===== src/rtl/serial_arith_pkg.sv =====
// Shared types and constants for the bit-serial arithmetic blocks.
package serial_arith_pkg;

  localparam int unsigned DefaultWidth = 8;

  typedef enum logic [1:0] {
    StIdle,
    StRun,
    StDone
  } state_e;

endpackage


===== src/rtl/fa_cell.sv =====
// Single-bit full adder; the only arithmetic used by the serial adder.
module fa_cell (
  input  logic A,
  input  logic B,
  input  logic Cin,
  output logic Sum,
  output logic Cout
);

  // Pure combinational full-adder equations
  always_comb begin
    Sum  = A ^ B ^ Cin;
    Cout = (A & B) | (A & Cin) | (B & Cin);
  end

endmodule


===== src/rtl/serial_add_ctrl.sv =====
// Bit-serial adder: processes one bit per cycle LSB first, done pulses WIDTH
// cycles after start is accepted. Legal WIDTH range is 2..64.
module serial_add_ctrl
  import serial_arith_pkg::*;
#(
  parameter int unsigned WIDTH = DefaultWidth
) (
  input  logic             clk,
  input  logic             rst_n,
  input  logic             start,
  input  logic [WIDTH-1:0] a,
  input  logic [WIDTH-1:0] b,
  input  logic             cin,
  output logic             busy,
  output logic             done,
  output logic [WIDTH-1:0] sum,
  output logic             cout
);

  localparam int unsigned CntW = (WIDTH > 1) ? $clog2(WIDTH) : 1;
  localparam logic [CntW-1:0] CntLast = CntW'(WIDTH - 1);

  state_e state_q, state_d;

  logic [WIDTH-1:0] a_q, b_q, sum_q;
  logic             carry_q;
  logic [CntW-1:0]  cnt_q;
  logic             busy_q, busy_d;
  logic             done_q, done_d;
  logic             accept;
  logic             last_bit;
  logic             fa_sum, fa_cout;

  fa_cell u_fa (
    .A   (a_q[0]),
    .B   (b_q[0]),
    .Cin (carry_q),
    .Sum (fa_sum),
    .Cout(fa_cout)
  );

  // State register
  always_ff @(posedge clk) begin
    if (!rst_n) begin
      state_q <= StIdle;
    end else begin
      state_q <= state_d;
    end
  end

  // Next-state logic; start is only honoured outside RUN
  always_comb begin
    state_d  = state_q;
    accept   = 1'b0;
    last_bit = (cnt_q == CntLast);
    unique case (state_q)
      StIdle: begin
        if (start) begin
          accept  = 1'b1;
          state_d = StRun;
        end
      end
      StRun: begin
        if (last_bit) state_d = StDone;
      end
      StDone: begin
        if (start) begin
          accept  = 1'b1;
          state_d = StRun;
        end else begin
          state_d = StIdle;
        end
      end
      default: state_d = StIdle;
    endcase
  end

  // Output decode from the next state so busy/done come straight from flops
  always_comb begin
    busy_d = (state_d == StRun);
    done_d = (state_d == StDone);
  end

  // Registered status outputs
  always_ff @(posedge clk) begin
    if (!rst_n) begin
      busy_q <= 1'b0;
      done_q <= 1'b0;
    end else begin
      busy_q <= busy_d;
      done_q <= done_d;
    end
  end

  // Datapath: load on acceptance, shift one bit per RUN cycle
  always_ff @(posedge clk) begin
    if (!rst_n) begin
      a_q     <= '0;
      b_q     <= '0;
      sum_q   <= '0;
      carry_q <= 1'b0;
      cnt_q   <= '0;
    end else if (accept) begin
      a_q     <= a;
      b_q     <= b;
      sum_q   <= '0;
      carry_q <= cin;
      cnt_q   <= '0;
    end else if (state_q == StRun) begin
      a_q     <= a_q >> 1;
      b_q     <= b_q >> 1;
      sum_q   <= {fa_sum, sum_q[WIDTH-1:1]};
      carry_q <= fa_cout;
      // Hold on the last bit so the counter never wraps
      if (!last_bit) cnt_q <= cnt_q + CntW'(1);
    end
  end

  assign busy = busy_q;
  assign done = done_q;
  assign sum  = sum_q;
  assign cout = carry_q;

endmodule


===== config.mk =====
export PLATFORM = sky130hd
export DESIGN_NAME = serial_add_ctrl
export DESIGN_NICKNAME = d
export VERILOG_FILES = /design/src/rtl/serial_arith_pkg.sv /design/src/rtl/fa_cell.sv /design/src/rtl/serial_add_ctrl.sv
export SDC_FILE = /design/constraint.sdc
export NUM_CORES = 1
export LEC_CHECK = 0
export BUFFER_PORTS_ARGS = -buffer_cell sky130_fd_sc_hd__buf_4
export CAP_MARGIN = 25
export CORE_MARGIN = 3
export CORE_UTILIZATION = 51
export DETAILED_ROUTE_END_ITERATION = 10
export PLACE_DENSITY = 0.75
export SETUP_SLACK_MARGIN = 0.02
export SYNTH_ARGS = -nofsm -noshare
export SYNTH_HDL_FRONTEND = slang
export SYNTH_SLANG_ARGS = --single-unit

===== constraint.sdc =====
create_clock -name clk -period 1.4 [get_ports clk]
set_input_delay 0.28 -clock clk [delete_from_list [all_inputs] [get_ports clk]]
set_output_delay 0.28 -clock clk [all_outputs]
set_load 0.03 [all_outputs]

==> summary.txt, run 1 <==
Finish
  • Share of cells above drive strength 1: 26.6%
  • Multi-input gate area: 592 um2
  • FF/Latch Area: 642 um2
  • P&R area growth vs syn: 23.9%
  • # fillers: 217
  • Layout Nets: 210
  • # diodes: 0
  • Post-Layout Cell Count: 216
  • Design area: 0.00162 mm2

Min path
  • Hold path startpoint: a[7]
  • Hold path depth: 3
  • Hold Crit Class: in2reg
  • Hold Crit Endpoint: a_q[7]$_SDFFE_PN0P_

STA
  • Worst slew pin tran: 0.329 ns
  • Worst rel slew slack: 78.0%
  • Final setup violation count: 0
  • Setup total negative slack: 0 ns
  • RSZ-0062 raised after global routing: false
  • Worst hold slack: 0.192 ns
  • Fmax: 789 MHz
  • Hold Vio Cnt, Final: 0
  • Post-route minimum period: 1.27 ns
  • Period utilization: 90.5%
  • Final Skew: 0.0113 ns
  • Final Max Tran Viols: 0

Critical path
  • CP Launch Point: cnt_q[0]$_SDFFE_PP0P_
  • CP Launch Type: flip-flop
  • Worst r2r src: cnt_q[0]$_SDFFE_PP0P_
  • Flop2flop setup slack: 0.13 ns
  • Crit path largest cell delay: 0.33 ns
  • R2r endpoint: cnt_q[0]$_SDFFE_PP0P_
  • CP max-delay cell: dfxtp_2
  • Cells on worst reg2reg path: 5
  • Critical Path AT: 1.48 ns
  • Worst-path cell chain: ha_2 -> ha_4 -> nor3b_4 -> xnor2_1 -> nor2_1
  • Critical path capture point type: flip-flop
  • Worst EP required: 1.61 ns
  • CP max FO: 5
  • WS Path Type: reg2reg

Logic synthesis
  • Syn avg cell area: 8.47 um2
  • Synthesized cell area: 0.00130 mm2
  • Seq/Total Area, Yosys: 49.1%
  • Area leader, netlist: dfxtp_1
  • Syn nets: 177
  • FF+latch count, synth: 32
  • Synth warn: 0
  • Post-synthesis cell type count: 23
  • Top cells by area, synth: dfxtp_1 (49%), nand2_1 (14%), a31oi_1 (6.2%), o21ai_0 (5.4%), a21oi_1 (4.2%)
  • Synthesized instance count: 154
  • Synth top area share: 49.1%

Detailed routing
  • Antenna Nets Post-Route: 0
  • DR WL/cell: 12.3 um
  • Initial DRC Count: 33
  • Vias/cell: 5.23
  • Vias: 1130
  • Drt pass-1 iters: 4
  • # DRC: 0
  • Drt total wl: 2670 um

Floorplan
  • Placeable Area: 0.00232 mm2
  • Number of core rows: 17
  • Die height: 56.6 um
  • Starting Density: 56.2%
  • I/O Pins: 31
  • Chip width: 56.6 um
  • Die area: 0.00320 mm2

Status
  • Status: finished clean

Power and ir drop
  • Max VDD drop: 1.02 mV
  • Cell Pwr Density: 1110 mW/mm2
  • P_leak: 0.649 nW

Global routing
  • Total Routing Usage GR: 17.9%
  • GRT Residual Overflow: 0
  • First-pass GRT wire length: 4510 um
  • Largest net degree at the start of global routing: 23
  • Initial antenna violation count: 0
  • Number of global-route vias before repair: 1036

Clocking
  • CTS tree: yes
  • Cts bufs inserted: 5
  • Clk Latency, worst-skew pair: 0.33 ns
  • H-tree Lvls: 2
  • Clk root buf: clkbuf_4
  • CTS sink count: 32
  • Deepest clock path buffer count: 2
  • Hold-fix buffers, CTS: 0
  • Reg clk slew, reported paths: 0.09 ns

Flow run
  • Max_cap viols: 0

Placement
  • Placed cell count: 207
  • Placed inst area: 0.00153 mm2
  • I/O Buffers: 30
  • Final Wtd Congestion: 0.720
  • DP Wirelength: 1840 um
-- cells in the mapped netlist --
cell / number
a21boi_0: 1
a21boi_1: 2
a21oi_1: 11
a22oi_1: 2
a31oi_1: 13
and3_1: 2
buf_2: 3
buf_4: 4
buf_6: 3
clkbuf_1: 2
dfxtp_1: 32
fa_1: 1
ha_1: 2
nand2_1: 49
nand2b_1: 2
nand3_1: 3
nor2_1: 1
nor2b_1: 2
nor3b_4: 1
o21a_1: 2
o21ai_0: 14
o21ai_1: 1
xnor2_1: 1
-- how the worst max path moves through the flow --
stage	endpoint	depth (start not counted)
finish	cnt_q[0]$_SDFFE_PP0P_	5
global route	cnt_q[0]$_SDFFE_PP0P_	5
CTS	cnt_q[0]$_SDFFE_PP0P_	5
detailed placement	cnt_q[0]$_SDFFE_PP0P_	5
global placement	cnt_q[0]$_SDFFE_PP0P_	5
floorplan	cnt_q[0]$_SDFFE_PP0P_	5
-- logic make-up after synthesis --
kind of cell | share of synthesized area (%)
DFF | 49.1
AOI/OAI and AO/OA | 20.2
xor gates and xnor gates | 0.672
buffers and inverters | 6.62
and+or+nand+nor | 19.9
adders and majority gates | 3.45
-- layer usage --
metal | vias up | part of all wire, % | GRT usage (%)
met3 | 5 | 5.4 | 6.67
met5 | - | 0 | 0
met2 | 23 | 48 | 29.2
met4 | 0 | 1.1 | 5.08
li1 | 589 | - | -
met1 | 513 | 46 | 21.8
-- registers in the layout, indices dropped and copies added (netlist names) --
name,flops
a_q,8
b_q,8
busy,1
cnt_q,3
cout,1
done,1
state_q,2
sum,8
-- worst max-delay path, delay by kind of cell (launching register included) --
family	cells	cell delay [ns]
xor+xnor	1	0.15
fa+ha+maj	2	0.37
flops	1	0.33
simple gates	2	0.30
-- where the power goes --
group	leakage, nW	internal (W)	total [W]	switching (W)
combinational	0.348	0.000117	0.000255	0.000138
sequential	0.263	0.000961	0.000991	0.0000303
clock	0.0380	0.000239	0.000549	0.000311
-- layout by cell type, fill, tap and decap left out, drive strengths merged --
cell type	count
nand2	49
buf	38
dfxtp	32
o21ai	15
a31oi	13
a21oi	11
clkbuf	6
nand3	3
a21boi	3
nor2b	2
nand2b	2
a22oi	2
o21a	2
and3	2
clkinv	2
ha	2
nor3b	1
xnor2	1
nor2	1
fa	1
-- final cells by class --
cell class / count / area share [%]
Clock buffer: 6 / 3.18
Clock inverter: 2 / 0.620
Sequential cell: 32 / 39.7
Tap cell: 28 / 2.17
Multi-Input combinational cell: 110 / 36.6
Timing Repair Buffer: 38 / 17.7
-- metrics by stage --
stage | worst slack, ns | power, W | util [%]
floorplan | 0.132 | 0.00118 | -
global placement | 0.0745 | 0.00125 | 66.0
detailed placement | 0.0261 | 0.00126 | 66.0
CTS | 0.0255 | 0.00181 | 69.0
global route | 0.0546 | 0.00189 | 69.7
finish | 0.133 | 0.00180 | 69.7
-- timing repair --
action                     4_1_cts  5_1_grt
setup endpoints to repair        1        5
pin swaps                        1        2
resized for setup                0        4
buffers inserted                 1        0
(Power assumes the default switching activity.)
==> run 2, diff against run 1 <==
--- a/config.mk
+++ b/config.mk
@@ -7,10 +7,12 @@
 export LEC_CHECK = 0
 export BUFFER_PORTS_ARGS = -buffer_cell sky130_fd_sc_hd__buf_4
 export CAP_MARGIN = 25
+export CELL_PAD_IN_SITES_DETAIL_PLACEMENT = 1
+export CELL_PAD_IN_SITES_GLOBAL_PLACEMENT = 1
 export CORE_MARGIN = 3
-export CORE_UTILIZATION = 51
+export CORE_UTILIZATION = 38
 export DETAILED_ROUTE_END_ITERATION = 10
-export PLACE_DENSITY = 0.75
+export PLACE_DENSITY = 0.76
 export SETUP_SLACK_MARGIN = 0.02
 export SYNTH_ARGS = -nofsm -noshare
 export SYNTH_HDL_FRONTEND = slang
==> summary.txt, run 2 (synthesis gave the netlist of run 1 again) <==
Floorplan
  • Die area: 0.00417 mm2 (was 0.00320 mm2)
  • Chip width: 64.6 um (was 56.6 um)
  • Number of core rows: 20 (was 17)
  • I/O Pins: 31 (unchanged)
  • Placeable Area: 0.00315 mm2 (was 0.00232 mm2)
  • Starting Density: 41.3% (was 56.2%)
  • Die height: 64.6 um (was 56.6 um)

Clocking
  • Clk root buf: clkbuf_4 (unchanged)
  • CTS sink count: 32 (unchanged)
  • Deepest clock path buffer count: 2 (unchanged)
  • H-tree Lvls: 2 (unchanged)
  • Hold-fix buffers, CTS: 0 (unchanged)
  • Cts bufs inserted: 5 (unchanged)
  • Clk Latency, worst-skew pair: 0.32 ns (was 0.33 ns)
  • CTS tree: yes (unchanged)
  • Reg clk slew, reported paths: 0.09 ns (about the same)

Critical path
  • CP max FO: 4 (was 5)
  • CP Launch Point: cnt_q[0]$_SDFFE_PP0P_ (unchanged)
  • Worst r2r src: cnt_q[0]$_SDFFE_PP0P_ (unchanged)
  • Flop2flop setup slack: 0.07 ns (was 0.13 ns)
  • WS Path Type: reg2reg (unchanged)
  • Critical Path AT: 1.53 ns (was 1.48 ns)
  • Cells on worst reg2reg path: 5 (unchanged)
  • Worst EP required: 1.60 ns (was 1.61 ns)
  • CP Launch Type: flip-flop (unchanged)
  • R2r endpoint: cnt_q[0]$_SDFFE_PP0P_ (unchanged)
  • Critical path capture point type: flip-flop (unchanged)

Detailed routing
  • # DRC: 0 (unchanged)
  • Vias: 1169 (was 1130)
  • Drt pass-1 iters: 4 (unchanged)
  • Initial DRC Count: 61 (was 33)
  • Vias/cell: 5.06 (was 5.23)
  • DR WL/cell: 13.1 um (was 12.3 um)
  • Antenna Nets Post-Route: 0 (unchanged)
  • Drt total wl: 3030 um (was 2670 um)

Global routing
  • First-pass GRT wire length: 5230 um (was 4510 um)
  • Largest net degree at the start of global routing: 23 (unchanged)
  • GRT Residual Overflow: 0 (unchanged)
  • Initial antenna violation count: 0 (unchanged)
  • Number of global-route vias before repair: 1159 (was 1036)
  • Total Routing Usage GR: 16.3% (was 17.9%)

Placement
  • Final Wtd Congestion: 0.727 (was 0.720)
  • DP Wirelength: 2180 um (was 1840 um)
  • Placed inst area: 0.00155 mm2 (was 0.00153 mm2)
  • Placed cell count: 223 (was 207)
  • I/O Buffers: 30 (unchanged)

Finish
  • Post-Layout Cell Count: 231 (was 216)
  • P&R area growth vs syn: 26.0% (was 23.9%)
  • Commonest non-fill, non-tap cell in the layout: nand2_1 (unchanged)
  • Layout Nets: 212 (was 210)
  • Share of cells above drive strength 1: 27.8% (was 26.6%)
  • Most frequent cells in the layout: nand2_1 (48), buf_4 (40), dfxtp_1 (31), o21ai_0 (14), a31oi_1 (13) (was nand2_1 (49), buf_4 (38), dfxtp_1 (31), o21ai_0 (14), a31oi_1 (13))
  • Design area: 0.00164 mm2 (was 0.00162 mm2)
  • # diodes: 0 (unchanged)

Power and ir drop
  • Max VDD drop: 0.431 mV (was 1.02 mV)
  • Switching Fraction: 26.2% (was 26.7%)
  • Clock Power Share: 25.9% (was 30.6%)
  • Seq pwr share: 58.5% (was 55.2%)
  • Combinational Power Share: 15.7% (was 14.2%)
  • Cell Pwr Density: 1030 mW/mm2 (was 1110 mW/mm2)
  • P_leak: 0.649 nW (about the same)
  • Switching power total: 0.000444 W (was 0.000479 W)
  • Internal: 0.00125 W (was 0.00132 W)

STA
  • Fmax: 752 MHz (was 789 MHz)
  • Final Max Tran Viols: 0 (unchanged)
  • Period utilization: 95.0% (was 90.5%)
  • Post-route minimum period: 1.33 ns (was 1.27 ns)
  • Hold Vio Cnt, Final: 0 (unchanged)
  • Final setup violation count: 0 (unchanged)
  • Worst slew pin tran: 0.390 ns (was 0.329 ns)
  • Setup total negative slack: 0 ns (unchanged)
  • RSZ-0062 raised after global routing: false (unchanged)
  • Final Skew: 0.00559 ns (was 0.0113 ns)
  • Worst rel slew slack: 74.0% (was 78.0%)

Min path
  • Hold path startpoint: a[7] (unchanged)
  • Hold Crit Class: in2reg (unchanged)
  • Hold path depth: 3 (unchanged)
  • Hold Crit Endpoint: a_q[7]$_SDFFE_PN0P_ (unchanged)

Status
  • Status: finished clean (unchanged)

Flow run
  • Max_cap viols: 0 (unchanged)
-- run 2: power by group through the flow --
| stage | Combinational, W | Clock, W | Sequential [W] |
|---|---|---|---|
| 2_1_floorplan | 0.000163 | 0 | 0.00102 |
| 3_3_place_gp | 0.000248 | 0 | 0.00101 |
| 3_5_place_dp | 0.000256 | 0 | 0.00101 |
| 4_1_cts | 0.000260 | 0.000466 | 0.000993 |
| 5_1_grt | 0.000298 | 0.000513 | 0.000999 |
| 6_report | 0.000265 | 0.000438 | 0.000990 |
-- run 2: how the worst max path moves through the flow --
stage	endpoint	depth (start not counted)	slack, ns
after floorplan	cnt_q[0]$_SDFFE_PP0P_	5	0.13
after CTS	cnt_q[0]$_SDFFE_PP0P_	5	0.02
final	cnt_q[0]$_SDFFE_PP0P_	5	0.07
after detailed placement	cnt_q[0]$_SDFFE_PP0P_	5	-0.05
after global placement	cnt_q[0]$_SDFFE_PP0P_	5	0.07
after global routing	cnt_q[0]$_SDFFE_PP0P_	5	0.02
-- run 2: layer usage --
metal / GRT usage (%) / wire length (um) / vias up
li1: - / - / 589
met1: 18.2 / 1320 / 547
met2: 28.2 / 1510 / 27
met3: 5.55 / 153 / 6
met4: 6.33 / 48 / 0
met5: 0 / 0 / -
-- run 2: layout make-up --
cell class | count | area, um2
Fill cell | 385 | 1510
Clock buffer | 5 | 37.5
Timing Repair Buffer | 40 | 300
Tap cell | 44 | 55.1
Multi-Input combinational cell | 110 | 606
Sequential cell | 32 | 644
-- run 2: stage by stage --
stage	utilization [%]	hold WS, ns	worst slack [ns]	power, W
6_report	52.1	0.216	0.0695	0.00169
5_1_grt	52.1	0.208	0.0198	0.00181
4_1_cts	50.7	0.197	0.0203	0.00172
3_5_place_dp	49.2	0.455	-0.0531	0.00127
3_3_place_gp	49.2	0.443	0.0659	0.00126
2_1_floorplan	-	0.412	0.132	0.00118
-- run 2: what timing repair did --
action	4_1_cts	5_1_grt
gates resized for setup	2	6
setup endpoints to repair	3	4
buffers inserted	1	2
pin swaps	2	3
-- run 2: critical path, stage by stage (launching register included) --
cell and delay, ns:
dfxtp_4 0.35, ha_2 0.19, ha_4 0.17, nor3b_4 0.29, xnor2_2 0.16, nor2_1 0.05
